### src/rtl/ifu_fetch.sv
// Instruction fetch unit: owns the fetch PC, keeps at most one memory read in flight
// and queues returned instructions for decode in a small credit-managed FIFO.
module ifu_fetch #(
    parameter int unsigned      XLEN     = 64,
    parameter logic [XLEN-1:0]  RESET_PC = XLEN'(64'h80000000),
    parameter int unsigned      MEM_W    = 64,
    parameter int unsigned      QDEPTH   = 2
) (
    input  logic             clock,
    input  logic             reset,
    input  logic             redirect_valid,
    input  logic [XLEN-1:0]  redirect_pc,
    output logic             mem_req_valid,
    input  logic             mem_req_ready,
    output logic [XLEN-1:0]  mem_req_addr,
    input  logic             mem_resp_valid,
    input  logic [MEM_W-1:0] mem_resp_data,
    output logic             inst_valid,
    input  logic             inst_ready,
    output logic [31:0]      inst,
    output logic [XLEN-1:0]  inst_pc,
    output logic             busy
);

    localparam int unsigned     OFF        = $clog2(MEM_W / 8);
    localparam int unsigned     PW         = $clog2(QDEPTH);
    localparam int unsigned     CW         = PW + 1;
    localparam logic [CW:0]     QDEPTH_C   = (CW + 1)'(QDEPTH);
    localparam logic [XLEN-1:0] ALIGN_MASK = {XLEN{1'b1}} << OFF;

    typedef enum logic [1:0] {ST_REQ, ST_WAIT, ST_KILL} state_t;

    state_t          state_q, state_d;
    logic [XLEN-1:0] fetch_pc_q, fetch_pc_d;
    logic [XLEN-1:0] req_pc_q, req_pc_d;
    logic [PW-1:0]   wr_ptr_q, wr_ptr_d;
    logic [PW-1:0]   rd_ptr_q, rd_ptr_d;
    logic [CW-1:0]   count_q, count_d;
    logic [31:0]     hold_inst_q, hold_inst_d;
    logic [XLEN-1:0] hold_pc_q, hold_pc_d;
    logic [31:0]     fifo_inst_q [QDEPTH];
    logic [XLEN-1:0] fifo_pc_q   [QDEPTH];

    logic [CW:0]     used;
    logic            has_credit;
    logic            req_fire;
    logic            push;
    logic            pop;
    logic [31:0]     resp_word;
    logic            unused_redirect_lsb;

    assign unused_redirect_lsb = ^redirect_pc[1:0];

    generate
        if (MEM_W == 64) begin : g_sel64
            assign resp_word = req_pc_q[2] ? mem_resp_data[MEM_W-1:32] : mem_resp_data[31:0];
        end else begin : g_sel32
            assign resp_word = mem_resp_data[31:0];
        end
    endgenerate

    // The outstanding request already owns a FIFO slot, so it counts against credit.
    assign used       = {1'b0, count_q} + {{CW{1'b0}}, (state_q == ST_WAIT)};
    assign has_credit = used < QDEPTH_C;

    assign mem_req_valid = !reset && (state_q == ST_REQ) && has_credit && !redirect_valid;
    assign mem_req_addr  = reset ? '0 : (fetch_pc_q & ALIGN_MASK);
    assign req_fire      = mem_req_valid && mem_req_ready;

    assign inst_valid = !reset && (count_q != '0);
    assign inst       = reset ? '0 : ((count_q != '0) ? fifo_inst_q[rd_ptr_q] : hold_inst_q);
    assign inst_pc    = reset ? '0 : ((count_q != '0) ? fifo_pc_q[rd_ptr_q] : hold_pc_q);
    assign busy       = !reset && ((state_q == ST_WAIT) || (state_q == ST_KILL));

    assign push = !reset && !redirect_valid && (state_q == ST_WAIT) && mem_resp_valid;
    assign pop  = inst_valid && inst_ready;

    always_comb begin
        state_d     = state_q;
        fetch_pc_d  = fetch_pc_q;
        req_pc_d    = req_pc_q;
        wr_ptr_d    = wr_ptr_q;
        rd_ptr_d    = rd_ptr_q;
        count_d     = count_q;
        hold_inst_d = inst;
        hold_pc_d   = inst_pc;

        if (reset) begin
            state_d    = ST_REQ;
            fetch_pc_d = RESET_PC;
            wr_ptr_d   = '0;
            rd_ptr_d   = '0;
            count_d    = '0;
        end else if (redirect_valid) begin
            fetch_pc_d = {redirect_pc[XLEN-1:2], 2'b00};
            wr_ptr_d   = rd_ptr_q;
            count_d    = '0;
            // A request still in flight must have its response swallowed.
            case (state_q)
                ST_WAIT, ST_KILL: state_d = mem_resp_valid ? ST_REQ : ST_KILL;
                default:          state_d = ST_REQ;
            endcase
        end else begin
            if (push) wr_ptr_d = wr_ptr_q + PW'(1);
            if (pop)  rd_ptr_d = rd_ptr_q + PW'(1);
            case ({push, pop})
                2'b10:   count_d = count_q + CW'(1);
                2'b01:   count_d = count_q - CW'(1);
                default: count_d = count_q;
            endcase

            case (state_q)
                ST_REQ: begin
                    if (req_fire) begin
                        req_pc_d = fetch_pc_q;
                        state_d  = ST_WAIT;
                    end
                end
                ST_WAIT: begin
                    if (mem_resp_valid) begin
                        fetch_pc_d = req_pc_q + XLEN'(4);
                        state_d    = ST_REQ;
                    end
                end
                ST_KILL: begin
                    if (mem_resp_valid) state_d = ST_REQ;
                end
                default: state_d = ST_REQ;
            endcase
        end
    end

    always_ff @(posedge clock) begin
        state_q     <= state_d;
        fetch_pc_q  <= fetch_pc_d;
        req_pc_q    <= req_pc_d;
        wr_ptr_q    <= wr_ptr_d;
        rd_ptr_q    <= rd_ptr_d;
        count_q     <= count_d;
        hold_inst_q <= hold_inst_d;
        hold_pc_q   <= hold_pc_d;
        if (push) begin
            fifo_inst_q[wr_ptr_q] <= resp_word;
            fifo_pc_q[wr_ptr_q]   <= req_pc_q;
        end
        if (!reset && push && !pop) begin
            assert (count_q < CW'(QDEPTH));
        end
    end

endmodule

### config.mk
export PLATFORM = sky130hd
export DESIGN_NAME = ifu_fetch
export DESIGN_NICKNAME = d
export VERILOG_FILES = /design/src/rtl/ifu_fetch.sv
export SDC_FILE = /design/constraint.sdc
export NUM_CORES = 1
export LEC_CHECK = 0
export ABC_AREA = 1
export CAP_MARGIN = 5
export CORE_UTILIZATION = 35
export CTS_CLUSTER_DIAMETER = 100
export CTS_CLUSTER_SIZE = 40
export DETAILED_ROUTE_END_ITERATION = 12
export HOLD_SLACK_MARGIN = 0.02
export PLACE_DENSITY = 0.57
export SLEW_MARGIN = 0
export SYNTH_ARGS = -nofsm -noshare
export SYNTH_HDL_FRONTEND = slang
export SYNTH_SLANG_ARGS = --single-unit
### constraint.sdc
create_clock -name clock -period 19 [get_ports clock]
set_input_delay 3.8 -clock clock [delete_from_list [all_inputs] [get_ports clock]]
set_output_delay 3.8 -clock clock [all_outputs]
set_load 0.02 [all_outputs]
==> flow_metrics.tcl, run 1 <==
set metrics [dict create \
    status "finished, final reports clean" \
    yosys.area.top_type_share 0.4377 \
    rows 81 \
    gp_congestion 0.9162 \
    post-route-min-period_ns 10.60 \
    dieArea_mm2 0.05108 \
    r2r_end "fifo_pc_q[1][52]$_DFFE_PP_" \
    stdcell_area_mm2 0.02172 \
    dp_slack_ns 8.334 \
    antenna_left 0 \
    synth_compound_area_frac 0.06747 \
    grt_pass1_vias 12293 \
    synth-edff-count 256 \
    fmax_mhz 94.38 \
    cp.required_ns 15.20 \
    antenna_found_initial 1 \
    worst_r2r_path_depth 10 \
    utilization 0.4410 \
    mostFrequentLayoutCell "nand2_1" \
    rsz0062_at_grt "no" \
    tns_ns 0 \
    yosysSeqAreaShare 0.6281 \
    vias 13041 \
    drc 0 \
    hold_buffers 0 \
    finalCritPeriodShare 0.5577 \
    peakVddDrop_uv 59.02 \
    r2r_start "state_q[1]$_SDFFE_PP0P_" \
    ys.flop_type "edfxtp_1" \
    cts-root-buf "clkbuf_16" \
    cts.htree.levels 1 \
    dieWidth_um 226 \
    drive_above_1_share 0.04175 \
    finalHoldViolCount 0 \
    numCtsBuffers 17 \
    clk_pin_slew_ns 0.13 \
    die_height_um 226 \
    finalSetupViolations 0 \
    async_flop_share 0 \
    post_cts_resize_count 0 \
    synth.largest_area_cell "edfxtp_1" \
    syn_area_per_cell_um2 9.995 \
    worstSetupEndpointType "output pin" \
    placed_area_mm2 0.02112 \
    synth-xor-area-share 0.007979 \
    synth_cell_types 42 \
    synth_mux_area_frac 0.05472 \
    tightest_slew_ns 1.173 \
    hold_path_depth 0 \
    nNetsFinal 2141 \
    synth_seq_cells 423 \
    grt.overflow.total 0 \
    final_cell_mix "359 x nand2_1, 289 x clkdlybuf4s50_1, 256 x edfxtp_1, 176 x nor2_1, 166 x dfxtp_1" \
    grt_max_degree 97 \
    crit_fanout 90 \
    cts_tree "done" \
    critPathArrivalTime_ns 6.80 \
    track_usage 0.1958 \
    vias_per_cell 4.871 \
    synth-simple-area-share 0.1870 \
    design.core.area_mm2 0.04925 \
    crit_path_start_kind "input port" \
    dp_hpwl_mm 36.36 \
    synthAdderAreaFrac 0.002850 \
    synth_warnings 0 \
    io_pins 297 \
    wl_per_cell_um 19.09 \
    fin_skew_ns 0.04241 \
    synth_area_leaders "edfxtp_1 44%, dfxtp_1 19%, nand2_1 7.7%, mux2i_1 5.5%, nand3_1 4.6%" \
    start_util 0.3566 \
    synth_top_family_by_area "simple AND/OR/NAND/NOR gates" \
    drv_slew 0 \
    cp-startpoint "reset" \
    clock-sinks 423 \
    p_leak_nw 7.434 \
    crit_type "in -> out" \
    hp-class "reg -> reg" \
    synthCells 1757 \
    grt_pass1_wl_mm 75.42 \
    drtIter0Drc 815 \
    min-delay-start "fetch_pc_q[27]$_SDFFE_PP0P_" \
    syn_to_final_growth_pct 23.68 \
    p_per_area_mw_per_mm2 73.51 \
    clock_latency_ns 0.57 \
    setup_slack_ns 8.404 \
    port_buffers 291 \
    first_pass_iters 5 \
    relSlewSlack 0.2179 \
    cts_setup_buffers 0 \
    hold_end "req_pc_q[27]$_DFFE_PP_" \
    reg2reg_slack_ns 15.17 \
    synth_area_mm2 0.01756 \
    maxCapViolCount 0 \
    clk_path_buf_depth 3 \
    routed_wl_mm 51.11 \
]
-- kinds of logic (layout without fill, tap and decap cells) --
group / after synthesis / count (layout)
multiplexers: 96 / 96
flip-flops: 423 / 423
buffers and inverters: 234 / 487
other: 1 / 4
adder cells (fa/ha/maj): 4 / 4
AND/OR/NAND/NOR: 768 / 768
XOR/XNOR: 16 / 16
AO/OA/AOI/OAI: 215 / 215
-- synth_stat cells (18+ instances only) --
cell type	n
nand2_1	359
edfxtp_1	256
nor2_1	179
dfxtp_1	167
nand3_1	163
inv_1	149
o21ai_0	134
mux2i_1	96
clkbuf_1	54
a22oi_1	28
a21oi_1	18
nand4_1	18
-- per-layer routing --
| layer | vias up | track usage | part of all wire |
|---|---|---|---|
| li1 | 6422 | - | - |
| met1 | 6235 | 0.2728 | 0.46 |
| met2 | 348 | 0.3255 | 0.47 |
| met3 | 36 | 0.02511 | 0.055 |
| met4 | 0 | 0.03972 | 0.016 |
| met5 | - | 0 | 0 |
-- power by group --
part	internal [W]	leakage (nW)	total, W	switching [W]
clock	0.000185	0.282	0.000492	0.000307
sequential	0.000985	3.69	0.000998	0.0000136
combinational	0.0000478	3.46	0.000106	0.0000585
-- critical path: stages --
cell and delay [ns]:
buf_4 0.74, nor2_2 0.11, inv_2 0.59, buf_4 0.57, o21ai_0 0.26, clkdlybuf4s50_1 0.64
-- through the flow --
stage	hold WS (ns)	std cells	power (W)
2_1_floorplan	0.4082	1759	0.001063
3_3_place_gp	0.4100	2648	0.001124
3_5_place_dp	0.4147	2648	0.001125
4_1_cts	0.4233	2676	0.001613
5_1_grt	0.4329	2676	0.001649
6_report	0.4279	2677	0.001597
-- worst max-delay path by stage --
stage                             endpoint  slack (ns)
2_1_floorplan  fifo_inst_q[0][0]$_DFFE_PP_        9.90
4_1_cts                         inst_pc[0]        8.32
6_report                          inst[23]        8.40
5_1_grt                           inst[23]        8.16
3_5_place_dp                    inst_pc[0]        8.33
3_3_place_gp                    inst_pc[0]        8.36
-- sequential cells by signal, summed over array words and instances (netlist names), named ones only --
name	cells
state_q	2
wr_ptr_q	1
fetch_pc_q	64
fifo_inst_q	64
req_pc_q	64
fifo_pc_q	128
hold_pc_q	64
count_q	2
rd_ptr_q	1
hold_inst_q	32
-- area by class of cell --
class                      count  area, µm²
antenna                        1      2.502
multi-input combinational   1102       5659
tap                          664      830.8
fill                        4808      27530
inverter                     154      580.6
sequential                   423      11030
timing repair buffer         305       3010
clock inverter                 8      166.4
clock buffer                  20      436.7
Power figures use the tool's default switching activity.
==> run 2: changes to the inputs <==
==> constraint.sdc (replaced) <==
create_clock -name clock -period 11 [get_ports clock]
set_input_delay 2.2 -clock clock [delete_from_list [all_inputs] [get_ports clock]]
set_output_delay 2.2 -clock clock [all_outputs]
set_load 0.02 [all_outputs]
==> flow_metrics.tcl, run 2 (synthesis results as in run 1) <==
set metrics [dict create \
    nNetsFinal 2141 \
    drc 0 \
    path_delay_family "buffers and inverters" \
    fmax_mhz 139.6 \
    crit_fanout 97 \
    peakVddDrop_uv 100.6 \
    tightest_slew_ns 1.129 \
    post_cts_resize_count 0 \
    grt.overflow.total 0 \
    clock-sinks 423 \
    p_leak_nw 7.390 \
    drv_slew 0 \
    routed_wl_mm 51.22 \
    instances_no_fill 2677 \
    port_buffers 291 \
    p_int_w 0.002056 \
    finalHoldViolCount 0 \
    critPathMostFrequentCell "buf_4" \
    hold_buffers 0 \
    n_fill_cell 4785 \
    antenna_found_initial 0 \
    post-route-min-period_ns 7.166 \
    switching_share 0.2287 \
    top_register "fifo_pc_q" \
    vias 13189 \
    gp_congestion 0.9167 \
    dp_hpwl_mm 36.35 \
    p_per_area_mw_per_mm2 123.4 \
    p_comb_frac 0.069 \
    dieWidth_um 226 \
    p_clk_frac 0.284 \
    dieArea_mm2 0.05108 \
    p_sw_w 0.0006096 \
    largest_reg_flops 128 \
    clk_path_buf_depth 3 \
    fin_skew_ns 0.02613 \
    path_cells "buf_4 -> nor2_2 -> inv_2 -> buf_4 -> o21ai_0 -> clkdlybuf4s50_1" \
    start_util 0.3566 \
    cts-root-buf "clkbuf_16" \
    slowest_delay_ns 0.75 \
    rows 81 \
    cts_setup_buffers 0 \
    final_cell_mix "359 x nand2_1, 289 x clkdlybuf4s50_1, 256 x edfxtp_1, 176 x nor2_1, 166 x dfxtp_1" \
    finalSetupViolations 0 \
    antenna_left 0 \
    holdWs_ns 0.4454 \
    finalCritPeriodShare 0.6514 \
    wl_per_cell_um 19.13 \
    drtIter0Drc 851 \
    rsz0062_at_grt "no" \
    syn_to_final_growth_pct 23.01 \
    status "finished, final reports clean" \
    numCtsBuffers 15 \
    clock_latency_ns 0.55 \
    cp.required_ns 8.80 \
    grt_max_degree 98 \
    critPathArrivalTime_ns 4.97 \
    worstSetupEndpointType "output pin" \
    grt_pass1_wl_mm 75.53 \
    first_pass_iters 6 \
    dp.cells 2650 \
    io_pins 297 \
    power_frac_seq 0.647 \
    relSlewSlack 0.2474 \
    vias_per_cell 4.927 \
    maxCapViolCount 0 \
    cts_tree "done" \
    hp-class "reg -> reg" \
    cpMaxStageDelayCell "buf_4" \
    tns_ns 0 \
    clk_pin_slew_ns 0.12 \
    critPathBufInv 4 \
    design.core.area_mm2 0.04925 \
    track_usage 0.1958 \
    crit_type "in -> out" \
    grt_pass1_vias 12628 \
    mostFrequentLayoutCell "nand2_1" \
    crit_path_start_kind "input port" \
    drive_above_1_share 0.04125 \
    cts.htree.levels 1 \
    die_height_um 226 \
]
-- run 2: worst register-to-register path, delay by kind of cell, from the launching register on --
family                   cells  cell delay [ns]
buffers and inverters        4             1.36
AND/OR/NAND/NOR              4             0.94
flip-flops                   1             0.35
adder cells (fa/ha/maj)      1             0.16
-- run 2: cell type report --
| cell class | instances | area (µm²) | share of cell area |
|---|---|---|---|
| diodes | 1 | 2.502 | 0.0001158 |
| inverters | 154 | 580.6 | 0.02688 |
| flip-flops and latches | 423 | 11030 | 0.5108 |
| multi-input cells | 1102 | 5659 | 0.2620 |
| clock buffers | 19 | 390.4 | 0.01807 |
| well taps | 664 | 830.8 | 0.03846 |
| repair buffers | 307 | 3025 | 0.1401 |
| clock inverters | 7 | 78.83 | 0.003649 |
-- run 2: worst paths after layout --
path / from / end / slack [ns] / cells past startpoint
worst max-delay path: reset / inst_pc[45] / 3.83 / 6
worst min-delay path: fetch_pc_q[62]$_SDFFE_PP0P_ / req_pc_q[62]$_DFFE_PP_ / 0.45 / 0
worst max register to register: state_q[1]$_SDFFE_PP0P_ / fifo_pc_q[0][54]$_DFFE_PP_ / 7.74 / 9
worst min register to register: fetch_pc_q[62]$_SDFFE_PP0P_ / req_pc_q[62]$_DFFE_PP_ / 0.45 / 0
-- run 2: layer usage --
layer | GRT usage | routed length (µm) | up-vias
li1 | - | - | 6425
met1 | 0.2720 | 23420 | 6313
met2 | 0.3207 | 23860 | 393
met3 | 0.02017 | 2658 | 58
met4 | 0.05991 | 1283 | 0
met5 | 0 | 0 | -
-- run 2: stage by stage --
step / setup slack, ns / cell area, µm² / util / power [W]
floorplan: 3.495 / 17570 / - / 0.001837
global placement: 3.812 / 21130 / 0.4290 / 0.001941
detailed placement: 3.787 / 21130 / 0.4290 / 0.001943
CTS: 3.786 / 21600 / 0.4385 / 0.002690
global route: 3.667 / 21600 / 0.4385 / 0.002755
finish: 3.834 / 21600 / 0.4386 / 0.002666
-- run 2: power groups by stage --
stage	clock [W]	combinational, W	sequential (W)
3_3_place_gp	0	0.000182	0.00176
5_1_grt	0.000827	0.000200	0.00173
3_5_place_dp	0	0.000184	0.00176
6_report	0.000757	0.000184	0.00172
4_1_cts	0.000781	0.000185	0.00172
2_1_floorplan	0	0.0000872	0.00175
